===== config.mk =====
export PLATFORM = sky130hd
export DESIGN_NAME = e3_prod_to_digits_flat
export DESIGN_NICKNAME = d
export VERILOG_FILES = /design/src/rtl/e3_pkg.sv /design/src/rtl/e3_prod_to_digits_if.sv /design/src/rtl/e3_dd_step.sv /design/src/rtl/e3_prod_to_digits.sv /design/src/flat_wrapper.sv
export SDC_FILE = /design/constraint.sdc
export NUM_CORES = 1
export LEC_CHECK = 0
export CAP_MARGIN = 20
export CORE_MARGIN = 10
export CORE_UTILIZATION = 35
export DETAILED_ROUTE_END_ITERATION = 7
export GPL_TIMING_DRIVEN = 0
export PLACE_DENSITY_LB_ADDON = 0.12
export SYNTH_ARGS = -nofsm -noshare
export SYNTH_HDL_FRONTEND = slang
export SYNTH_SLANG_ARGS = --single-unit
export TNS_END_PERCENT = 5

===== constraint.sdc =====
create_clock -name clk -period 2.1 [get_ports clk]
set_input_delay 0.525 -clock clk [delete_from_list [all_inputs] [get_ports clk]]
set_output_delay 0.525 -clock clk [all_outputs]
set_load 0.01 [all_outputs]

===== src/rtl/e3_pkg.sv =====
// Shared constants, state type and helpers for the Excess-3 product-to-digits stage.
package e3_pkg;

    localparam int unsigned E3_OFFSET = 3;
    localparam logic [3:0]  E3_ZERO   = 4'b0011;
    localparam int unsigned MAX_PROD  = 81;
    // hundreds, tens and units nibbles of the double-dabble accumulator
    localparam int unsigned BCD_W     = 12;

    typedef enum logic [1:0] {
        IDLE,
        CONV,
        DONE
    } state_e;

    // Plain BCD nibble to Excess-3 nibble.
    function automatic logic [3:0] bin_to_e3(input logic [3:0] nibble);
        return nibble + 4'(E3_OFFSET);
    endfunction

endpackage


===== src/rtl/e3_prod_to_digits_if.sv =====
// Handshake bundle between the multiplier, the digit converter and the consumer.
interface e3_prod_to_digits_if #(
    parameter int unsigned IN_W = 8
);

    logic            in_valid;
    logic            in_ready;
    logic [IN_W-1:0] in_prod;
    logic            out_valid;
    logic            out_ready;
    logic [3:0]      out_tens;
    logic [3:0]      out_units;
    logic            out_err;

    // Producer/consumer side
    modport master (
        output in_valid, in_prod, out_ready,
        input  in_ready, out_valid, out_tens, out_units, out_err
    );

    // Converter side
    modport slave (
        input  in_valid, in_prod, out_ready,
        output in_ready, out_valid, out_tens, out_units, out_err
    );

endinterface


===== src/rtl/e3_dd_step.sv =====
// One combinational double-dabble iteration: correct each BCD nibble, then shift left.
module e3_dd_step
    import e3_pkg::*;
#(
    parameter int unsigned IN_W = 8
) (
    input  logic [BCD_W+IN_W-1:0] vec_in,
    output logic [BCD_W+IN_W-1:0] vec_out
);

    logic [BCD_W-1:0] bcd_adj;

    // Add 3 to every nibble >= 5 (in parallel), then shift {bcd, bin} left by one
    always_comb begin
        bcd_adj = vec_in[BCD_W+IN_W-1:IN_W];
        for (int i = 0; i < int'(BCD_W / 4); i++) begin
            if (bcd_adj[4*i +: 4] >= 4'd5) begin
                bcd_adj[4*i +: 4] = bcd_adj[4*i +: 4] + 4'd3;
            end
        end
        vec_out = {bcd_adj, vec_in[IN_W-1:0]} << 1;
    end

endmodule


===== src/rtl/e3_prod_to_digits.sv =====
// Converts an Excess-3 coded product into Excess-3 tens/units digits with a
// sequential double-dabble (one bit per cycle), behind valid/ready handshakes.
module e3_prod_to_digits #(
    parameter int unsigned IN_W     = 8,
    parameter int unsigned MAX_PROD = e3_pkg::MAX_PROD
) (
    input logic               clk,
    input logic               rst_n,
    e3_prod_to_digits_if.slave bus
);

    import e3_pkg::*;

    localparam int unsigned CNT_W = (IN_W > 1) ? $clog2(IN_W) : 1;

    state_e                  state_q, state_d;
    logic [CNT_W-1:0]        cnt_q;
    logic [IN_W-1:0]         bin_q;
    logic [BCD_W-1:0]        bcd_q;
    logic                    err_r;

    logic                    out_valid_q;
    logic                    out_err_q;
    logic [3:0]              out_tens_q;
    logic [3:0]              out_units_q;

    logic [BCD_W+IN_W-1:0]   step_out;
    logic [BCD_W-1:0]        bcd_next;
    logic [IN_W-1:0]         bin_next;
    logic                    accept;
    logic                    last_iter;
    logic                    out_hs;

    e3_dd_step #(
        .IN_W (IN_W)
    ) u_step (
        .vec_in  ({bcd_q, bin_q}),
        .vec_out (step_out)
    );

    assign {bcd_next, bin_next} = step_out;

    assign accept    = (state_q == IDLE) && bus.in_valid;
    assign last_iter = (state_q == CONV) && (cnt_q == CNT_W'(IN_W - 1));
    assign out_hs    = (state_q == DONE) && bus.out_ready;

    assign bus.in_ready  = (state_q == IDLE);
    assign bus.out_valid = out_valid_q;
    assign bus.out_err   = out_err_q;
    assign bus.out_tens  = out_tens_q;
    assign bus.out_units = out_units_q;

    // State register
    always_ff @(posedge clk or negedge rst_n) begin
        if (!rst_n) begin
            state_q <= IDLE;
        end else begin
            state_q <= state_d;
        end
    end

    // Next-state decode
    always_comb begin
        state_d = state_q;
        unique case (state_q)
            IDLE:    if (bus.in_valid)  state_d = CONV;
            CONV:    if (last_iter)     state_d = DONE;
            DONE:    if (bus.out_ready) state_d = IDLE;
            default: state_d = IDLE;
        endcase
    end

    // Conversion datapath: load on accept, one double-dabble step per CONV cycle
    always_ff @(posedge clk or negedge rst_n) begin
        if (!rst_n) begin
            bin_q <= '0;
            bcd_q <= '0;
            cnt_q <= '0;
            err_r <= 1'b0;
        end else if (accept) begin
            // Wraps for inputs below the offset; err_r flags those
            bin_q <= bus.in_prod - IN_W'(E3_OFFSET);
            bcd_q <= '0;
            cnt_q <= '0;
            err_r <= (bus.in_prod < IN_W'(E3_OFFSET)) ||
                     (bus.in_prod > IN_W'(MAX_PROD + E3_OFFSET));
        end else if (state_q == CONV) begin
            bin_q <= bin_next;
            bcd_q <= bcd_next;
            cnt_q <= cnt_q + 1'b1;
        end
    end

    // Output registers: loaded from the final step, held until the handshake
    always_ff @(posedge clk or negedge rst_n) begin
        if (!rst_n) begin
            out_valid_q <= 1'b0;
            out_err_q   <= 1'b0;
            out_tens_q  <= E3_ZERO;
            out_units_q <= E3_ZERO;
        end else if (last_iter) begin
            out_valid_q <= 1'b1;
            out_err_q   <= err_r;
            out_tens_q  <= err_r ? E3_ZERO : bin_to_e3(bcd_next[7:4]);
            out_units_q <= err_r ? E3_ZERO : bin_to_e3(bcd_next[3:0]);
        end else if (out_hs) begin
            // Digits are kept; only valid and error drop
            out_valid_q <= 1'b0;
            out_err_q   <= 1'b0;
        end
    end

endmodule


===== src/flat_wrapper.sv =====
// flat-port wrapper written by rule: the top's interface ports become plain ports
module e3_prod_to_digits_flat import e3_pkg::*;
#(
    parameter int unsigned IN_W     = 8,
    parameter int unsigned MAX_PROD = e3_pkg::MAX_PROD
)
  (clk, rst_n, bus_in_valid, bus_in_prod, bus_out_ready, bus_in_ready, bus_out_valid, bus_out_tens, bus_out_units, bus_out_err);
  e3_prod_to_digits_if #(.IN_W(IN_W)) bus_i ();
  input logic clk;
  input logic rst_n;
  input wire logic [$bits(bus_i.in_valid)-1:0] bus_in_valid;
  input wire logic [$bits(bus_i.in_prod)-1:0] bus_in_prod;
  input wire logic [$bits(bus_i.out_ready)-1:0] bus_out_ready;
  output wire logic [$bits(bus_i.in_ready)-1:0] bus_in_ready;
  output wire logic [$bits(bus_i.out_valid)-1:0] bus_out_valid;
  output wire logic [$bits(bus_i.out_tens)-1:0] bus_out_tens;
  output wire logic [$bits(bus_i.out_units)-1:0] bus_out_units;
  output wire logic [$bits(bus_i.out_err)-1:0] bus_out_err;
  assign bus_i.in_valid = bus_in_valid;
  assign bus_i.in_prod = bus_in_prod;
  assign bus_i.out_ready = bus_out_ready;
  assign bus_in_ready = bus_i.in_ready;
  assign bus_out_valid = bus_i.out_valid;
  assign bus_out_tens = bus_i.out_tens;
  assign bus_out_units = bus_i.out_units;
  assign bus_out_err = bus_i.out_err;
  e3_prod_to_digits #(.IN_W(IN_W), .MAX_PROD(MAX_PROD)) u_core (.clk(clk), .rst_n(rst_n), .bus(bus_i));
endmodule

# Yosys cells after proc, flatten, opt, wreduce, memory -nomap -nowiden
# Index checks and enable logic that the tools add are counted.
classes:
  n_addsub: 7
  n_lt_le_gt_ge: 5
  eq_ne: 6
  mux: 18
  n_reduce_logical: 8
ops:
  columns: ["cell", "n"]
  rows:
  - ["$mux W12", 2]
  - ["$add A4 B2 Y4 const B", 4]
  - ["$mux W4", 4]
  - ["$mux W8", 2]
  - ["$ge A4 B3 Y1 const B", 3]
  - ["$mux W3", 3]
  - ["$gt A8 B7 Y1 const B", 1]
  - ["$lt A8 B2 Y1 const B", 1]
  - ["$sub A8 B2 Y8 const B", 1]
  - ["$mux W2", 3]
  - ["$pmux W2 S3", 1]
  - ["$ne A2 B2 Y1 const B", 2]
  - ["$reduce_bool A2 Y1", 2]
  - ["$add A3 B1 Y3 const B", 1]
  - ["$add A3 B2 Y3 const B", 1]
  - ["$eq A3 B3 Y1 const B", 1]
  - ["$logic_and A1 B1 Y1", 3]
  - ["$mux W1", 3]
  - ["$reduce_and A3 Y1", 1]
  - ["$eq A2 B1 Y1 const B", 1]
  - ["$eq A2 B2 Y1 const B", 1]
  - ["$logic_not A2 Y1", 1]
  - ["$ne A2 B1 Y1 const B", 1]
  - ["$logic_or A1 B1 Y1", 1]
totals:
  reg_bits: 36
  inputBits: 12
  out_inout_bits: 11
  word_cells: 53

# Logic depth before layout (Yosys ltp)
# Gate-level depths: netlist of run 1.
logic_depth:
  word_depth: 4
  mapped_depth: 8
  ltp_nobuf: 8

# Modules after synthesis
# Synthesis of run 1 repeated with hierarchy kept, for this count alone.
hier_totals:
  hier_cells: 237
  area_unflattened_um2: 2104.5
by_module_without_submodules:
  columns: ["module", "n_inst", "cells_per_inst", "area_per_inst_um2", "seq_area_each_um2"]
  rows:
  - ["e3_prod_to_digits", 1, 183, 1749.2, 905.9]
  - ["e3_dd_step", 1, 54, 355.3, 0.0]

# Least setup slack after synthesis of run 1
# No wires, ideal clock.
synth_path:
  path_type: "flip-flop to flip-flop"
  from: "register u_core.bcd_q[0]"
  to: "register u_core.out_units_q[3], in the netlist u_core.bus.out_units[3]"
  setup_ns: 0.122
  arrival_time_ns: 1.850
  required_ns: 1.978
  path_slack_ns: 0.129
  path_stages_with_launch: 8
  n_path_buf: 0
  period_less_slack_ns: 1.971
  path_cell_list: "dfrtp_1 > inv_1 > ha_1 > nor2b_4 > o21ba_1 > mux2_4 > or3_1 > a32o_1"
synth_via:
  elab_chain_len: 4
  word_cells_on_any_way: 5
  classes_between: "add/sub: 2; order compare: 1; mux: 2"
synth_lines:
  columns: ["element", "line", "rtl"]
  rows:
  - ["from (decl)", "e3_prod_to_digits.sv:19", "logic [BCD_W-1:0] bcd_q;"]
  - ["from (signal assigned)", "e3_prod_to_digits.sv:89", "bcd_q <= bcd_next;"]
  - ["$add A4 B2 Y4 or $ge A4 B3 Y1 (tied branches)", "e3_dd_step.sv:18, e3_dd_step.sv:17", null]
  - ["$mux W4 (*)", "e3_dd_step.sv:17", "if (bcd_adj[4*i +: 4] >= 4'd5) begin"]
  - ["$add A4 B2 Y4 (*)", "e3_pkg.sv:18", "return nibble + 4'(E3_OFFSET);"]
  - ["$mux W4 (*)", "e3_prod_to_digits.sv:105", "out_units_q <= err_r ? E3_ZERO : bin_to_e3(bcd_next[3:0]);"]
  - ["to (signal assigned)", "e3_prod_to_digits.sv:105", null]
  - ["to (decl)", "e3_prod_to_digits.sv:25", "logic [3:0] out_units_q;"]
# Mark *: on every way between the ends. The rest lies on a longest branch, timed or not.
# A chain may end at the register's enable or synchronous reset.

# Final worst setup path of run 1
# Ends and elaborated chain as after synthesis.

==> results.json, run 1 <==
{
  "critPathTopFamily": "simple AND/OR/NAND/NOR gates",
  "timing.hold.worst.class": "input port to asynchronous set/reset pin",
  "syn_area_per_cell_um2": 9.455,
  "die_h_um": 90.70,
  "postRouteWirelength_um": 3814,
  "grt_antenna_before_repair": 0,
  "worstSkewPairLatency_ns": 0.29,
  "synth_area_leaders": "sky130_fd_sc_hd__dfrtp_1, sky130_fd_sc_hd__ha_1, sky130_fd_sc_hd__dfstp_2",
  "grt_pass1_wl_um": 6789,
  "cp-start-kind": "flip-flop",
  "fmax_mhz": 490.5,
  "full_die_area_mm2": 0.008226,
  "clock_tree.root_cell": "sky130_fd_sc_hd__clkbuf_8",
  "outcome": "complete, no violations",
  "gr-usage-all-layers": 0.09961,
  "vdd.ir_drop.worst_mv": 0.4069,
  "timing.hold.ws_ns": 0.2911,
  "place_hpwl_um": 2923,
  "synthTopCellsByCount": "sky130_fd_sc_hd__dfrtp_1, sky130_fd_sc_hd__nand2_1, sky130_fd_sc_hd__o21ai_0",
  "maxCapViolCount": 0,
  "area_growth_pct": 23.25,
  "critPathBufInv": 1,
  "starting_utilization_of_the_core_area": 0.3655,
  "first_global_vias": 1431,
  "arrival_time_of_data_at_the_critical_path_endpoint_ns": 2.21,
  "multi_input_gate_area_um2": 892.1,
  "layout-drive-gt1-share": 0.1157,
  "path_class": "flip-flop to flip-flop",
  "antenna_left": 0,
  "grt_overflow": 0,
  "drv_slew": 0,
  "register_area_um2": 807.0,
  "post-synth-top-count-cell": "sky130_fd_sc_hd__dfrtp_1",
  "worstSetupEndpointType": "flip-flop",
  "gate_count_post_synth": 185,
  "ys_seq_elements": 32,
  "critical_path.cell_chain": "inv_2, ha_2, nor2b_4, o21ba_1, mux2_4, or3_1, a32o_1",
  "synth.net_count": 207,
  "synth-warning-count": 0,
  "finalCriticalPeriod_ns": 2.039,
  "static_leak_nw": 0.9433,
  "timing.critical_path.depth": 7,
  "place.port_buffers": 22,
  "std_cell_rows": 25,
  "vias": 1412,
  "numClockSinks": 32,
  "worst_clock_skew_ns": 0.003708,
  "pin_count_of_the_biggest_net_entering_global_routing": 33,
  "netlist_area_mm2": 0.001749,
  "reg_clk_slew_reported_paths_ns": 0.07,
  "crit_slowest_cell": "sky130_fd_sc_hd__dfrtp_2",
  "vias_per_cell": 4.989,
  "finalWeightedCongestion": 0.8203,
  "drt_first_iter_violations": 68,
  "seq_area_frac_synth": 0.4607,
  "final-instance-count-excl-fill": 283,
  "firstDrtPassIters": 4,
  "pwr_density_mw_per_mm2": 1419,
  "die_w_um": 90.70,
  "tns_ns": 0,
  "fillerInstances": 482,
  "yosys.cell_types.count": 37,
  "core_area_mm2": 0.004786,
  "worst_slew_pin_slew_ns": 0.7217,
  "worstPathMaxFanout": 5,
  "period_share": 0.9707,
  "numPlacedInstances": 274,
  "yosys_most_used_dff": "sky130_fd_sc_hd__dfrtp_1",
  "netlist.top_cell.by_area": "sky130_fd_sc_hd__dfrtp_1",
  "netlist.area_leader.share": 0.4006,
  "tritoncts_clock_tree": "done",
  "timing.reg2reg.worst_path_depth": 7,
  "number_of_antenna_diodes": 0,
  "routedWlPerCell_um": 13.48,
  "final-hold-violation-count": 0,
  "pin_count": 23,
  "detail_route.drc_violations": 0,
  "slowest_delay_ns": 0.44,
  "cts_hold_buffers": 0,
  "ctsHtreeMaxLevel": 2,
  "number_of_buffers_created_by_cts": 5,
  "ctsLongestPathBuffers": 2,
  "slew_headroom": 0.5189,
  "final_nets": 237,
  "async_reset_ff_frac": 1.000,
  "finalSetupViolations": 0,
  "crit_required_ns": 2.27,
  "synth_edf_count": 0
}
[flip-flops by register name, indices dropped and copies added, names as in the netlist]
name	cells
u_core.bcd_q	8
u_core.bin_q	8
u_core.bus.out_tens	4
u_core.bus.out_units	4
u_core.cnt_q	3
u_core.state_q	2
u_core.bus.out_err	1
u_core.bus.out_valid	1
u_core.err_r	1
[what timing repair did]
action / 4_1_cts / 5_1_grt
endpoints found under the setup margin: 1 / 3
resized for setup: 3 / 4
pin swaps: 0 / 0
setup buffers: 0 / 2
[layout by cell type (no fill, tap or decap), types with 3 or more instances in the layout]
cell and instances:
sky130_fd_sc_hd__a22o_1 3, sky130_fd_sc_hd__o21ai_0 19, sky130_fd_sc_hd__nor2b_1 7, sky130_fd_sc_hd__dfstp_2 4
sky130_fd_sc_hd__nor3_1 3, sky130_fd_sc_hd__ha_1 9, sky130_fd_sc_hd__nand2_1 23, sky130_fd_sc_hd__clkdlybuf4s50_1 20
sky130_fd_sc_hd__nor2_1 13, sky130_fd_sc_hd__a21oi_1 14, sky130_fd_sc_hd__dfrtp_1 27, sky130_fd_sc_hd__mux2i_1 4
sky130_fd_sc_hd__inv_2 3, sky130_fd_sc_hd__clkbuf_8 6, sky130_fd_sc_hd__xnor2_1 7, sky130_fd_sc_hd__o22ai_1 8
sky130_fd_sc_hd__nand2b_1 5, sky130_fd_sc_hd__inv_1 5, sky130_fd_sc_hd__clkbuf_1 5
[cells by family after synthesis]
family | Yosys count | share of synthesized area
multiplexers | 6 | 0.03791
buffers and inverters | 14 | 0.03076
AO/OA/AOI/OAI | 53 | 0.1846
XOR/XNOR | 9 | 0.04507
AND/OR/NAND/NOR | 61 | 0.1695
adder cells (fa/ha/maj) | 10 | 0.07153
flip-flops | 32 | 0.4607
[through the flow]
stage          worst slack, ns  power, mW    util  area [um2]
2_1_floorplan           0.1286      2.106       -        1749
3_3_place_gp           -0.1344      2.529  0.4290        2053
3_5_place_dp           -0.2241      2.572  0.4280        2048
4_1_cts               0.001947      3.059  0.4465        2137
5_1_grt              -0.001581      3.365  0.4505        2156
6_report               0.06145      3.060  0.4505        2156
[path summary, 6_finish.rpt]
check / end / start / slack [ns]
max: u_core.bus.out_units[3]$_DFFE_PN0P_ / u_core.bcd_q[0]$_DFFE_PN0P_ / 0.06
min: u_core.bcd_q[4]$_DFFE_PN0P_ / rst_n / 0.29
max reg2reg: u_core.bus.out_units[3]$_DFFE_PN0P_ / u_core.bcd_q[0]$_DFFE_PN0P_ / 0.06
min reg2reg: u_core.bus.out_tens[2]$_DFFE_PN0P_ / u_core.bus.out_tens[2]$_DFFE_PN0P_ / 0.48
max in group asynchronous: u_core.bcd_q[0]$_DFFE_PN0P_ / rst_n / 1.30
min in group clk: u_core.bus.out_tens[2]$_DFFE_PN0P_ / u_core.bus.out_tens[2]$_DFFE_PN0P_ / 0.48
[cell type report]
class / count / area share
buffer: 5 / 0.01103
tap: 67 / 0.03889
sequential: 32 / 0.3743
multi-input combinational: 139 / 0.4138
clock buffer: 8 / 0.04179
timing repair buffer: 24 / 0.1062
inverter: 8 / 0.01393
[worst reg2reg max path, delay by kind of cell (launching register included)]
kind                       cells  cell delay [ns]
DFF                            1             0.44
buffers and inverters          1             0.07
muxes                          1             0.33
AOI/OAI and AO/OA              2             0.40
and+or+nand+nor                2             0.51
adders and majority gates      1             0.19
[per-layer routing]
layer | track usage | wire length [um] | up-vias
met5 | 0 | 0 | -
met4 | 0.04509 | 59 | 0
met3 | 0.04156 | 210 | 8
met2 | 0.1520 | 1740 | 25
met1 | 0.1186 | 1804 | 663
li1 | - | - | 716
[power breakdown]
part | leakage, nW | internal [mW] | switching (mW)
logic | 0.508 | 0.729 | 0.729
clock network | 0.0455 | 0.267 | 0.223
registers | 0.389 | 0.900 | 0.212
total | 0.943 | 1.90 | 1.16
(Power assumes the default switching activity.)
==> run 2: changes to the inputs <==
Settings changed: CELL_PAD_IN_SITES_DETAIL_PLACEMENT set to 1, CELL_PAD_IN_SITES_GLOBAL_PLACEMENT set to 2, CORE_UTILIZATION 35 to 31.
==> results.json, run 2 (same netlist as run 1, synthesis figures left out) <==
{
  "outcome": "complete, no violations",
  "arrival_time_of_data_at_the_critical_path_endpoint_ns": 2.17,
  "drv_slew": 0,
  "postRouteWirelength_um": 4572,
  "worstSkewPairLatency_ns": 0.28,
  "static_leak_nw": 0.9578,
  "ctsHtreeMaxLevel": 2,
  "fmax_mhz": 498.8,
  "vdd.ir_drop.worst_mv": 0.4940,
  "vias": 1463,
  "vias_per_cell": 5.062,
  "worst_slew_pin_slew_ns": 0.7167,
  "grt_antenna_before_repair": 0,
  "path_class": "flip-flop to flip-flop",
  "layout_commonest_cell": "sky130_fd_sc_hd__dfrtp_1",
  "detail_route.drc_violations": 0,
  "pin_count": 23,
  "ctsLongestPathBuffers": 2,
  "fillerInstances": 632,
  "final_nets": 238,
  "finalCriticalPeriod_ns": 2.005,
  "std_cell_rows": 27,
  "number_of_buffers_created_by_cts": 5,
  "grt_setup_unrepaired": "true",
  "die_w_um": 95.12,
  "cp-start-kind": "flip-flop",
  "starting_utilization_of_the_core_area": 0.3177,
  "mostFrequentLayoutCells": "sky130_fd_sc_hd__dfrtp_1, sky130_fd_sc_hd__nand2_1, sky130_fd_sc_hd__clkdlybuf4s50_1",
  "finalWeightedCongestion": 0.8110,
  "die_h_um": 95.12,
  "grt_pass1_wl_um": 7955,
  "pin_count_of_the_biggest_net_entering_global_routing": 33,
  "place_hpwl_um": 3466,
  "reg_clk_slew_reported_paths_ns": 0.07,
  "final-hold-violation-count": 0,
  "reg.largest.list": "u_core.bcd_q (8), u_core.bin_q (8)",
  "routedWlPerCell_um": 15.82,
  "full_die_area_mm2": 0.009047,
  "clock_tree.root_cell": "sky130_fd_sc_hd__clkbuf_8",
  "worstSetupEndpointType": "flip-flop",
  "firstDrtPassIters": 4,
  "postLayoutCoreUtil": 0.3990,
  "core_area_mm2": 0.005507,
  "worstPathMaxFanout": 4,
  "timing.hold.worst.class": "input port to asynchronous set/reset pin",
  "area_growth_pct": 25.61,
  "grt_overflow": 0,
  "place.port_buffers": 22,
  "worst_clock_skew_ns": 0.009345,
  "drt_first_iter_violations": 30,
  "period_share": 0.9547,
  "finalSetupViolations": 0,
  "pwr_density_mw_per_mm2": 1461,
  "first_global_vias": 1641,
  "maxCapViolCount": 0,
  "layout-drive-gt1-share": 0.1382,
  "slew_headroom": 0.5222,
  "numClockSinks": 32,
  "number_of_antenna_diodes": 0,
  "tritoncts_clock_tree": "done",
  "post-layout-total-power_mw": 3.210,
  "gr-usage-all-layers": 0.1109,
  "antenna_left": 0,
  "crit_required_ns": 2.27
}
run 2: cell type report:
cell class,count,area [um2],area share
well taps,72,90.09,0.04100
plain buffers,6,31.28,0.01424
flip-flops and latches,32,807.0,0.3673
repair buffers,24,229.0,0.1042
clock buffers,6,82.58,0.03759
clock inverters,2,10.01,0.004556
multi-input cells,139,917.1,0.4174
inverters,8,30.03,0.01367
run 2: through the flow:
| step | TNS [ns] | setup slack, ns | cells | hold slack (ns) | instance area [um2] |
|---|---|---|---|---|---|
| after global routing | -0.05262 | -0.05262 | 289 | 0.3547 | 2197 |
| after global placement | -4.856 | -0.1697 | 279 | 0.4670 | 2059 |
| final | 0 | 0.09515 | 289 | 0.2959 | 2197 |
| after CTS | -0.001376 | -0.001376 | 288 | 0.3276 | 2167 |
| after detailed placement | -0.2689 | -0.1715 | 279 | 0.4746 | 2054 |
| after floorplan | 0 | 0.1286 | 185 | 0.2294 | 1749 |
run 2: path summary, 6_finish.rpt:
check,cells after the start,slack (ns),start,to
min in group clk,2,0.49,u_core.bus.out_tens[2]$_DFFE_PN0P_,u_core.bus.out_tens[2]$_DFFE_PN0P_
max,7,0.1,u_core.bcd_q[0]$_DFFE_PN0P_,u_core.bus.out_units[3]$_DFFE_PN0P_
max in group asynchronous,1,1.30,rst_n,u_core.bcd_q[0]$_DFFE_PN0P_
min,1,0.30,rst_n,u_core.bus.out_tens[3]$_DFFE_PN0P_
max reg2reg,7,0.1,u_core.bcd_q[0]$_DFFE_PN0P_,u_core.bus.out_units[3]$_DFFE_PN0P_
min reg2reg,2,0.49,u_core.bus.out_tens[2]$_DFFE_PN0P_,u_core.bus.out_tens[2]$_DFFE_PN0P_
run 2: per-layer routing:
metal  up-vias  share of wire  GRT usage
li1        708              -          -
met1       723           0.46     0.1314
met2        26           0.49     0.1903
met3         6          0.046    0.03064
met4         0          0.011    0.03367
met5         -              0          0
run 2: where the power goes:
| part | internal [mW] | switching (mW) |
|---|---|---|
| combinational | 0.780 | 0.852 |
| clock | 0.261 | 0.228 |
| sequential | 0.900 | 0.188 |
| total | 1.94 | 1.27 |
run 2: worst max-delay path: stages (launching register included):
cell and delay (ns):
sky130_fd_sc_hd__dfrtp_2 0.41, sky130_fd_sc_hd__inv_1 0.11, sky130_fd_sc_hd__ha_4 0.15, sky130_fd_sc_hd__nor2b_4 0.17, sky130_fd_sc_hd__o21ba_4 0.14, sky130_fd_sc_hd__mux2_4 0.32
sky130_fd_sc_hd__or3_1 0.34, sky130_fd_sc_hd__a32o_1 0.25
run 2: what timing repair did:
action                     CTS  global route
setup endpoints to repair    3             3
hold buffers                 0             0
pin swaps                    0             1
gates resized for setup      7             5
buffers inserted             1             1
